[config.mk]
export PLATFORM = sky130hd
export DESIGN_NAME = mem_port_arbiter_flat
export DESIGN_NICKNAME = d
export VERILOG_FILES = /design/src/rtl/knight_mem_pkg.sv /design/src/rtl/mem_port_arbiter_if.sv /design/src/rtl/mem_port_arbiter.sv /design/src/flat_wrapper.sv
export SDC_FILE = /design/constraint.sdc
export NUM_CORES = 1
export LEC_CHECK = 0
export CORE_AREA = 2 2 117 119
export CTS_CLUSTER_SIZE = 24
export DETAILED_ROUTE_END_ITERATION = 8
export DIE_AREA = 0 0 119 121
export GPL_TIMING_DRIVEN = 1
export PLACE_DENSITY_LB_ADDON = 0.12
export SETUP_SLACK_MARGIN = 0.3
export SLEW_MARGIN = 30
export SYNTH_ARGS = -nofsm -noshare
export SYNTH_HDL_FRONTEND = slang
export SYNTH_SLANG_ARGS = --single-unit
[constraint.sdc]
create_clock -name clk -period 2.4 [get_ports clk]
set_input_delay 0.36 -clock clk [delete_from_list [all_inputs] [get_ports clk]]
set_output_delay 0.36 -clock clk [all_outputs]
set_load 0.05 [all_outputs]
[src/rtl/knight_mem_pkg.sv]
// Shared memory-op encodings and arbiter state encoding for the memory port arbiter.
package knight_mem_pkg;

  localparam logic [1:0] MEM_NONE  = 2'b00;
  localparam logic [1:0] MEM_READ  = 2'b01;
  localparam logic [1:0] MEM_WRITE = 2'b11;

  typedef enum logic [1:0] {
    ST_IDLE  = 2'b00,
    ST_GRANT = 2'b01,
    ST_ABORT = 2'b10
  } arb_state_t;

  // Only read and write are real requests; 2'b10 counts as no request.
  function automatic logic op_active(input logic [1:0] op);
    return (op == MEM_READ) || (op == MEM_WRITE);
  endfunction

endpackage

[src/rtl/mem_port_arbiter_if.sv]
// Bundle of requester-side and memory-side signals around the memory port arbiter.
interface mem_port_arbiter_if;
  import knight_mem_pkg::*;

  logic [1:0]  r0_mem_operation;
  logic [1:0]  r1_mem_operation;
  logic [31:0] r0_addr;
  logic [31:0] r1_addr;
  logic [31:0] r0_wdata;
  logic [31:0] r1_wdata;
  logic [31:0] r0_rdata;
  logic [31:0] r1_rdata;
  logic        r0_opdone;
  logic        r1_opdone;
  logic [1:0]  mem_operation;
  logic [31:0] mem_addr;
  logic [31:0] mem_wdata;
  logic [31:0] mem_rdata;
  logic        mem_opdone;
  logic [1:0]  grant;
  logic        timeout;

  // Arbiter view: takes requests and memory responses, drives everything else.
  modport slave (
    input  r0_mem_operation, r1_mem_operation, r0_addr, r1_addr,
           r0_wdata, r1_wdata, mem_rdata, mem_opdone,
    output r0_rdata, r1_rdata, r0_opdone, r1_opdone,
           mem_operation, mem_addr, mem_wdata, grant, timeout
  );

  // Environment view: requesters and memory model.
  modport master (
    output r0_mem_operation, r1_mem_operation, r0_addr, r1_addr,
           r0_wdata, r1_wdata, mem_rdata, mem_opdone,
    input  r0_rdata, r1_rdata, r0_opdone, r1_opdone,
           mem_operation, mem_addr, mem_wdata, grant, timeout
  );

endinterface

[src/rtl/mem_port_arbiter.sv]
// Two-requester round-robin arbiter in front of a single memory port, with a
// per-transaction watchdog that aborts a grant the memory never completes.
module mem_port_arbiter
  import knight_mem_pkg::*;
#(
  parameter int unsigned TIMEOUT = 256
) (
  input  logic               clk,
  input  logic               reset,
  mem_port_arbiter_if.slave  bus
);

  localparam int CNT_W = $clog2(TIMEOUT + 1);
  localparam logic [CNT_W-1:0] CNT_LAST = CNT_W'(TIMEOUT - 1);

  arb_state_t       state, state_nxt;
  logic             grant_id, grant_id_nxt;
  logic             last_id, last_id_nxt;
  logic [CNT_W-1:0] cnt, cnt_nxt;

  logic             r0_act, r1_act, own_act;
  logic [1:0]       own_op;

  assign r0_act  = op_active(bus.r0_mem_operation);
  assign r1_act  = op_active(bus.r1_mem_operation);
  assign own_act = grant_id ? r1_act : r0_act;
  assign own_op  = grant_id ? bus.r1_mem_operation : bus.r0_mem_operation;

  // State register; last_id resets to 1 so r0 wins the first tie.
  always_ff @(posedge clk or posedge reset) begin
    if (reset) begin
      state    <= ST_IDLE;
      grant_id <= 1'b0;
      last_id  <= 1'b1;
      cnt      <= '0;
    end else begin
      state    <= state_nxt;
      grant_id <= grant_id_nxt;
      last_id  <= last_id_nxt;
      cnt      <= cnt_nxt;
    end
  end

  // Next-state: arbitration in IDLE, completion/drop/watchdog in GRANT.
  // Completion beats both a dropped request and watchdog expiry.
  always_comb begin
    state_nxt    = state;
    grant_id_nxt = grant_id;
    last_id_nxt  = last_id;
    cnt_nxt      = cnt;
    case (state)
      ST_IDLE: begin
        if (r0_act || r1_act) begin
          state_nxt    = ST_GRANT;
          cnt_nxt      = '0;
          grant_id_nxt = (r0_act && r1_act) ? ~last_id : r1_act;
        end
      end
      ST_GRANT: begin
        if (bus.mem_opdone) begin
          state_nxt   = ST_IDLE;
          last_id_nxt = grant_id;
        end else if (!own_act) begin
          state_nxt   = ST_IDLE;
        end else if (cnt == CNT_LAST) begin
          state_nxt   = ST_ABORT;
        end else begin
          cnt_nxt     = cnt + CNT_W'(1);
        end
      end
      ST_ABORT: begin
        state_nxt   = ST_IDLE;
        last_id_nxt = grant_id;
      end
      default: state_nxt = ST_IDLE;
    endcase
  end

  // Outputs: memory mux and response routing to the owner only.
  always_comb begin
    bus.mem_operation = MEM_NONE;
    bus.mem_addr      = '0;
    bus.mem_wdata     = '0;
    bus.r0_rdata      = '0;
    bus.r1_rdata      = '0;
    bus.r0_opdone     = 1'b0;
    bus.r1_opdone     = 1'b0;
    bus.grant         = 2'b00;
    bus.timeout       = 1'b0;
    case (state)
      ST_GRANT: begin
        bus.mem_operation = own_act ? own_op : MEM_NONE;
        bus.mem_addr      = grant_id ? bus.r1_addr  : bus.r0_addr;
        bus.mem_wdata     = grant_id ? bus.r1_wdata : bus.r0_wdata;
        bus.grant         = grant_id ? 2'b10 : 2'b01;
        if (grant_id) begin
          bus.r1_rdata  = bus.mem_rdata;
          bus.r1_opdone = bus.mem_opdone;
        end else begin
          bus.r0_rdata  = bus.mem_rdata;
          bus.r0_opdone = bus.mem_opdone;
        end
      end
      ST_ABORT: begin
        bus.grant     = grant_id ? 2'b10 : 2'b01;
        bus.timeout   = 1'b1;
        bus.r0_opdone = ~grant_id;
        bus.r1_opdone = grant_id;
      end
      default: ;
    endcase
  end

endmodule

[src/flat_wrapper.sv]
// flat-port wrapper written by rule: the top's interface ports become plain ports
module mem_port_arbiter_flat import knight_mem_pkg::*;
#(
  parameter int unsigned TIMEOUT = 256
)
  (clk, reset, bus_r0_mem_operation, bus_r1_mem_operation, bus_r0_addr, bus_r1_addr, bus_r0_wdata, bus_r1_wdata, bus_mem_rdata, bus_mem_opdone, bus_r0_rdata, bus_r1_rdata, bus_r0_opdone, bus_r1_opdone, bus_mem_operation, bus_mem_addr, bus_mem_wdata, bus_grant, bus_timeout);
  mem_port_arbiter_if bus_i ();
  input  logic clk;
  input  logic reset;
  input wire logic [$bits(bus_i.r0_mem_operation)-1:0] bus_r0_mem_operation;
  input wire logic [$bits(bus_i.r1_mem_operation)-1:0] bus_r1_mem_operation;
  input wire logic [$bits(bus_i.r0_addr)-1:0] bus_r0_addr;
  input wire logic [$bits(bus_i.r1_addr)-1:0] bus_r1_addr;
  input wire logic [$bits(bus_i.r0_wdata)-1:0] bus_r0_wdata;
  input wire logic [$bits(bus_i.r1_wdata)-1:0] bus_r1_wdata;
  input wire logic [$bits(bus_i.mem_rdata)-1:0] bus_mem_rdata;
  input wire logic [$bits(bus_i.mem_opdone)-1:0] bus_mem_opdone;
  output wire logic [$bits(bus_i.r0_rdata)-1:0] bus_r0_rdata;
  output wire logic [$bits(bus_i.r1_rdata)-1:0] bus_r1_rdata;
  output wire logic [$bits(bus_i.r0_opdone)-1:0] bus_r0_opdone;
  output wire logic [$bits(bus_i.r1_opdone)-1:0] bus_r1_opdone;
  output wire logic [$bits(bus_i.mem_operation)-1:0] bus_mem_operation;
  output wire logic [$bits(bus_i.mem_addr)-1:0] bus_mem_addr;
  output wire logic [$bits(bus_i.mem_wdata)-1:0] bus_mem_wdata;
  output wire logic [$bits(bus_i.grant)-1:0] bus_grant;
  output wire logic [$bits(bus_i.timeout)-1:0] bus_timeout;
  assign bus_i.r0_mem_operation = bus_r0_mem_operation;
  assign bus_i.r1_mem_operation = bus_r1_mem_operation;
  assign bus_i.r0_addr = bus_r0_addr;
  assign bus_i.r1_addr = bus_r1_addr;
  assign bus_i.r0_wdata = bus_r0_wdata;
  assign bus_i.r1_wdata = bus_r1_wdata;
  assign bus_i.mem_rdata = bus_mem_rdata;
  assign bus_i.mem_opdone = bus_mem_opdone;
  assign bus_r0_rdata = bus_i.r0_rdata;
  assign bus_r1_rdata = bus_i.r1_rdata;
  assign bus_r0_opdone = bus_i.r0_opdone;
  assign bus_r1_opdone = bus_i.r1_opdone;
  assign bus_mem_operation = bus_i.mem_operation;
  assign bus_mem_addr = bus_i.mem_addr;
  assign bus_mem_wdata = bus_i.mem_wdata;
  assign bus_grant = bus_i.grant;
  assign bus_timeout = bus_i.timeout;
  mem_port_arbiter #(.TIMEOUT(TIMEOUT)) u_core (.clk(clk), .reset(reset), .bus(bus_i));
endmodule
== After elaboration in Yosys (flattened, before gate mapping) ==
Cells that the tools add are included.
Word-level totals
  register bits after elaboration: 13
  input port bits: 167
  output and inout bits: 135
  word-level logic and storage cells: 64
Operators by class
  add/sub/neg operators: 1
  equal/unequal tests: 13
  muxes and demuxes: 32
  bitwise gates (word level): 2
  reductions and logical operators: 12
Operators with widths (count)
  32-bit 2-to-1 mux: 8
  9-bit 2-to-1 mux: 4
  2-bit 2-to-1 mux: 9
  9-bit case mux with 2 select lines: 1
  9-bit by 1-bit adder with 9-bit output, second input constant: 1
  9-bit by 8-bit == test with 1-bit output, second input constant: 1
  2-bit by 1-bit == test with 1-bit output, second input constant: 3
  2-bit == test, second input constant: 3
  1-bit 2-to-1 mux: 6
  2-bit != test, second input constant: 3
  1-bit case mux with 2 select lines: 3
  2-bit AND reduction: 3
  5-bit AND reduction: 1
  2-bit by 1-bit != test with 1-bit output, second input constant: 2
  4-bit != test, second input constant: 1
  2-bit case mux with 2 select lines: 1
  2-bit nonzero test: 2
  1-bit logical OR: 3
  2-bit zero test: 1
  1-bit NOT: 2
  2-bit OR reduction: 1
  1-bit logical AND: 1

== Depth between registers and ports, before layout ==
  depth in word-level cells: 6
  mapped depth: 8
  depth with buffers taken out: 8

== Least setup slack after synthesis ==
OpenSTA, ideal clock, no wires.
  kind: register -> output
  start: register u_core.state[0]
  end: output port bus_r0_opdone
  arrival time: 2.259 ns
  required time: 2.040 ns
  setup slack: -0.219 ns
  stages on the path, launching flop included: 5
  buffers on the path: 0
  path through: dfrtp_1 > inv_1 > ha_1 > nor2b_1 > nor2b_1
On the way
  word-level cells in the longest chain between the ends: 2
  elaborated cells on any way between the ends: 3
  those cells by class: eq/ne: 2; mux: 1
Ends and longest elaborated chain
  start, declared: RTL line mem_port_arbiter.sv:16  | arb_state_t state, state_nxt;
  start signal, assigned: RTL line mem_port_arbiter.sv:37  | state <= state_nxt;
  2-bit == test or 2-bit by 1-bit == test with 1-bit output (tied branches): RTL line mem_port_arbiter.sv:90  | case (state)
  1-bit case mux with 2 select lines *: RTL line mem_port_arbiter.sv:90
  end, declared: RTL line flat_wrapper.sv:20  | output wire logic [$bits(bus_i.r0_opdone)-1:0] bus_r0_opdone;
Every way passes the cells marked *; elsewhere a longest branch is shown, timed or not.

== Worst setup path in the final report ==
  start: register u_core.state[1]
  end: output port bus_r0_rdata[23]
On the way
  word-level cells in the longest chain between the ends: 2
Ends and longest elaborated chain
  2-bit by 1-bit == test with 1-bit output: RTL line mem_port_arbiter.sv:90
  32-bit 2-to-1 mux: RTL line mem_port_arbiter.sv:90
  end, declared: RTL line flat_wrapper.sv:18  | output wire logic [$bits(bus_i.r0_rdata)-1:0] bus_r0_rdata;
No other way between the ends.

==> reports/qor.csv <==
stage,metric,value,unit
drt,ant_nets,0,
grt,overflow,0,
clock_tree,cts_root_buffer,clkbuf_16,
floorplan,core.rowCount,42,
yosys,async_flop_share,100,%
yosys,synth-edff-count,0,
finish,antennaDiodeCount,0,
sta,hold_viol,0,
drt,vias,3437,
yosys,synth_ff_type,dfrtp_1,
placement,place.gp.congestion,0.857,
setup_path,critPathRequiredTime,2.04,ns
setup_path,cpPeakStageDelay,0.40,ns
finish,mostFrequentLayoutCells,"clkdlybuf4s50_1, buf_12, mux2i_1",
finish,drive_above_1_share,40.5,%
floorplan,core,13100,um2
grt,grt.total_usage,17.3,%
setup_path,crit_path_start_kind,flop,
yosys,ys_ff_latch,13,
clock_tree,cts_sinks,13,
finish,regArea,330,um2
yosys,syn_area_per_cell,7.83,um2
yosys,yosysSeqAreaShare,13.5,%
clock_tree,cts_tree,built,
drt,drt-initial-drc-count,158,
finish,fillers,1133,
sta,grt_setup_unrepaired,true,
job,maxCapViolations,0,
floorplan,die-width,119,um
finish,fin_area,7380,um2
finish,multiInputGateArea,2200,um2
setup_path,critical_path_class,flop to output port,
setup_path,endpoint_kind,output port,
setup_path,critical_path_arrival,1.70,ns
yosys,synth.cell_area,2420,um2
floorplan,initial_utilization,18.5,%
placement,dpl.cell_count,766,
sta,fmaxAchievable,0.485,GHz
drt,wl,13.5,mm
clock_tree,clkLatencyLatePin,0.24,ns
grt,grt_max_degree,53,
yosys,synthesis.nets,482,
sta,fin_tns_setup,0,ns
placement,dp_hpwl,11.1,mm
status,status,"finished, final reports clean",
finish,final_common_cell,clkdlybuf4s50_1,
sta,setup-violations-final,0,
finish,syn2layout_area_growth,205,%
power_and_ir_drop,vdd_drop_max,0.717,mV
drt,avgRoutedWirePerCell,17.3,um
setup_path,critical_path.cell_chain,"inv_2, ha_4, nor2b_4, clkbuf_16, and2_1, buf_12",
yosys,synth_warnings,0,
clock_tree,clk_pin_slew_worst_paths,0.05,ns
clock_tree,cts_hold_buf,0,
drt,drtPass1Iterations,4,
floorplan,boundaryPins,302,
clock_tree,cts_buffers,3,
placement,port_buffers,301,
drt,drc_errors,0,
sta,finClkSkew,0.00448,ns
setup_path,r2r_slack,0.39,ns
finish,final_nets,777,
worst_hold_path,hold_path.class,input port to asynchronous set/reset pin,
power_and_ir_drop,p_leak,3.20,nW
grt,antenna_found_initial,0,
sta,slew_viol_final,0,
finish,final_cells,779,
yosys,synth.largest_area_cell,mux2i_1,
setup_path,slowest_stage,dfrtp_1,
floorplan,dieArea,14400,um2
yosys,synth.top_cell.area_share,27.3,%
floorplan,die_h,121,um
sta,slew_headroom,63.9,%
power_and_ir_drop,p_total,10.2,mW
clock_tree,htreeDepth,1,
sta,worstMarginPinSlew,0.541,ns
placement,place_area,7130,um2
sta,period_needed,2.06,ns
yosys,synth_top_cells_by_area,"mux2i_1, nor2b_1, dfrtp_1",
grt,grt_pass1_vias,3512,
setup_path,worst-path-max-fanout,16,
power_and_ir_drop,power-per-cell-area,1380,nW/um2
sta,period_share,85.9,%
yosys,syn_inst,309,
drt,vias_per_cell,4.41,
grt,grt_pass1_wl,19.7,mm
yosys,yosysUniqueCellTypes,38,
clock_tree,clockBufferDepth,2,
[final cells by class]
class / instances / share of cell area, %
clock buffers: 4 / 1.07
inverters: 6 / 0.305
multi-input cells: 264 / 29.8
flip-flops and latches: 13 / 4.47
well taps: 176 / 2.98
repair buffers: 316 / 61.4
[kinds of logic after synthesis]
kind of cell    count (synthesis)  share of synthesized area, %
simple gates                  160                          40.7
mux                            69                          28.9
buf+inv                        32                          5.38
compound gates                 28                          8.12
flops                          13                          13.5
fa+ha+maj                       6                          3.10
xor+xnor                        1                         0.362
[layer usage]
metal	global-route usage, %	share of wire [%]	vias to the layer above
li1	-	-	1660
met1	18.8	35	1621
met2	34.2	58	141
met3	3.95	6.2	15
met4	3.05	1.4	0
met5	0	0	-
[timing repair]
| item | 4_1_cts | 5_1_grt |
|---|---|---|
| endpoints found under the setup margin | 127 | 90 |
| gates cloned | 0 | 2 |
| buffers inserted | 4 | 3 |
| resized for setup | 7 | 19 |
[worst max-delay path, delay by kind of cell (launching register included)]
family                   cells  cell delay (ns)
buffers and inverters        3             0.45
AND/OR/NAND/NOR              2             0.41
flip-flops                   1             0.40
adder cells (fa/ha/maj)      1             0.20
[path summary, 6_finish.rpt]
| path | from | end | cells after the start |
|---|---|---|---|
| hold / removal | reset | u_core.cnt[4]$_DFFE_PP0P_ | 2 |
| setup / recovery | u_core.state[1]$_DFFE_PP0P_ | bus_r0_rdata[23] | 6 |
| max in group asynchronous | reset | u_core.grant_id$_DFFE_PP0P_ | 2 |
| min in group clk | u_core.cnt[8]$_DFFE_PP0P_ | u_core.cnt[8]$_DFFE_PP0P_ | 2 |
| hold reg to reg | u_core.cnt[8]$_DFFE_PP0P_ | u_core.cnt[8]$_DFFE_PP0P_ | 2 |
| setup reg to reg | u_core.cnt[0]$_DFFE_PP0P_ | u_core.cnt[6]$_DFFE_PP0P_ | 8 |
[synthesized netlist by cell type (all sizes together), types with 2 or more instances]
master  count
or3         2
mux2i      66
mux2        3
a21o        2
inv         6
or4         3
and2       34
nor2b      70
dfrtp      12
clkbuf     18
nand2b      2
buf         8
a22o        2
o31ai       3
o21ai       6
a21oi       8
nand2       7
nand3       4
nor2        2
and3       32
ha          6
[state kept, by name (all words and copies together) (netlist names)]
| register | count |
|---|---|
| u_core.last_id | 1 |
| u_core.grant_id | 1 |
| u_core.state | 2 |
| u_core.cnt | 9 |
[per-stage QoR]
| step | util [%] | setup slack, ns | hold slack, ns |
|---|---|---|---|
| 6_report | 56.4 | 0.338 | 0.460 |
| 5_1_grt | 56.4 | 0.273 | 0.534 |
| 4_1_cts | 55.5 | 0.296 | 0.480 |
| 3_5_place_dp | 54.5 | 0.274 | 0.520 |
| 3_3_place_gp | 54.5 | 0.286 | 0.495 |
| 2_1_floorplan | - | 0.277 | 0.236 |
[power by group]
part	switching, mW	leakage [nW]	internal (mW)
combinational	4.94	2.99	4.52
clock	0.0915	0.0382	0.224
sequential	0.0921	0.170	0.290
total	5.12	3.20	5.03
Note: power is estimated with default switching activity, not from simulation.
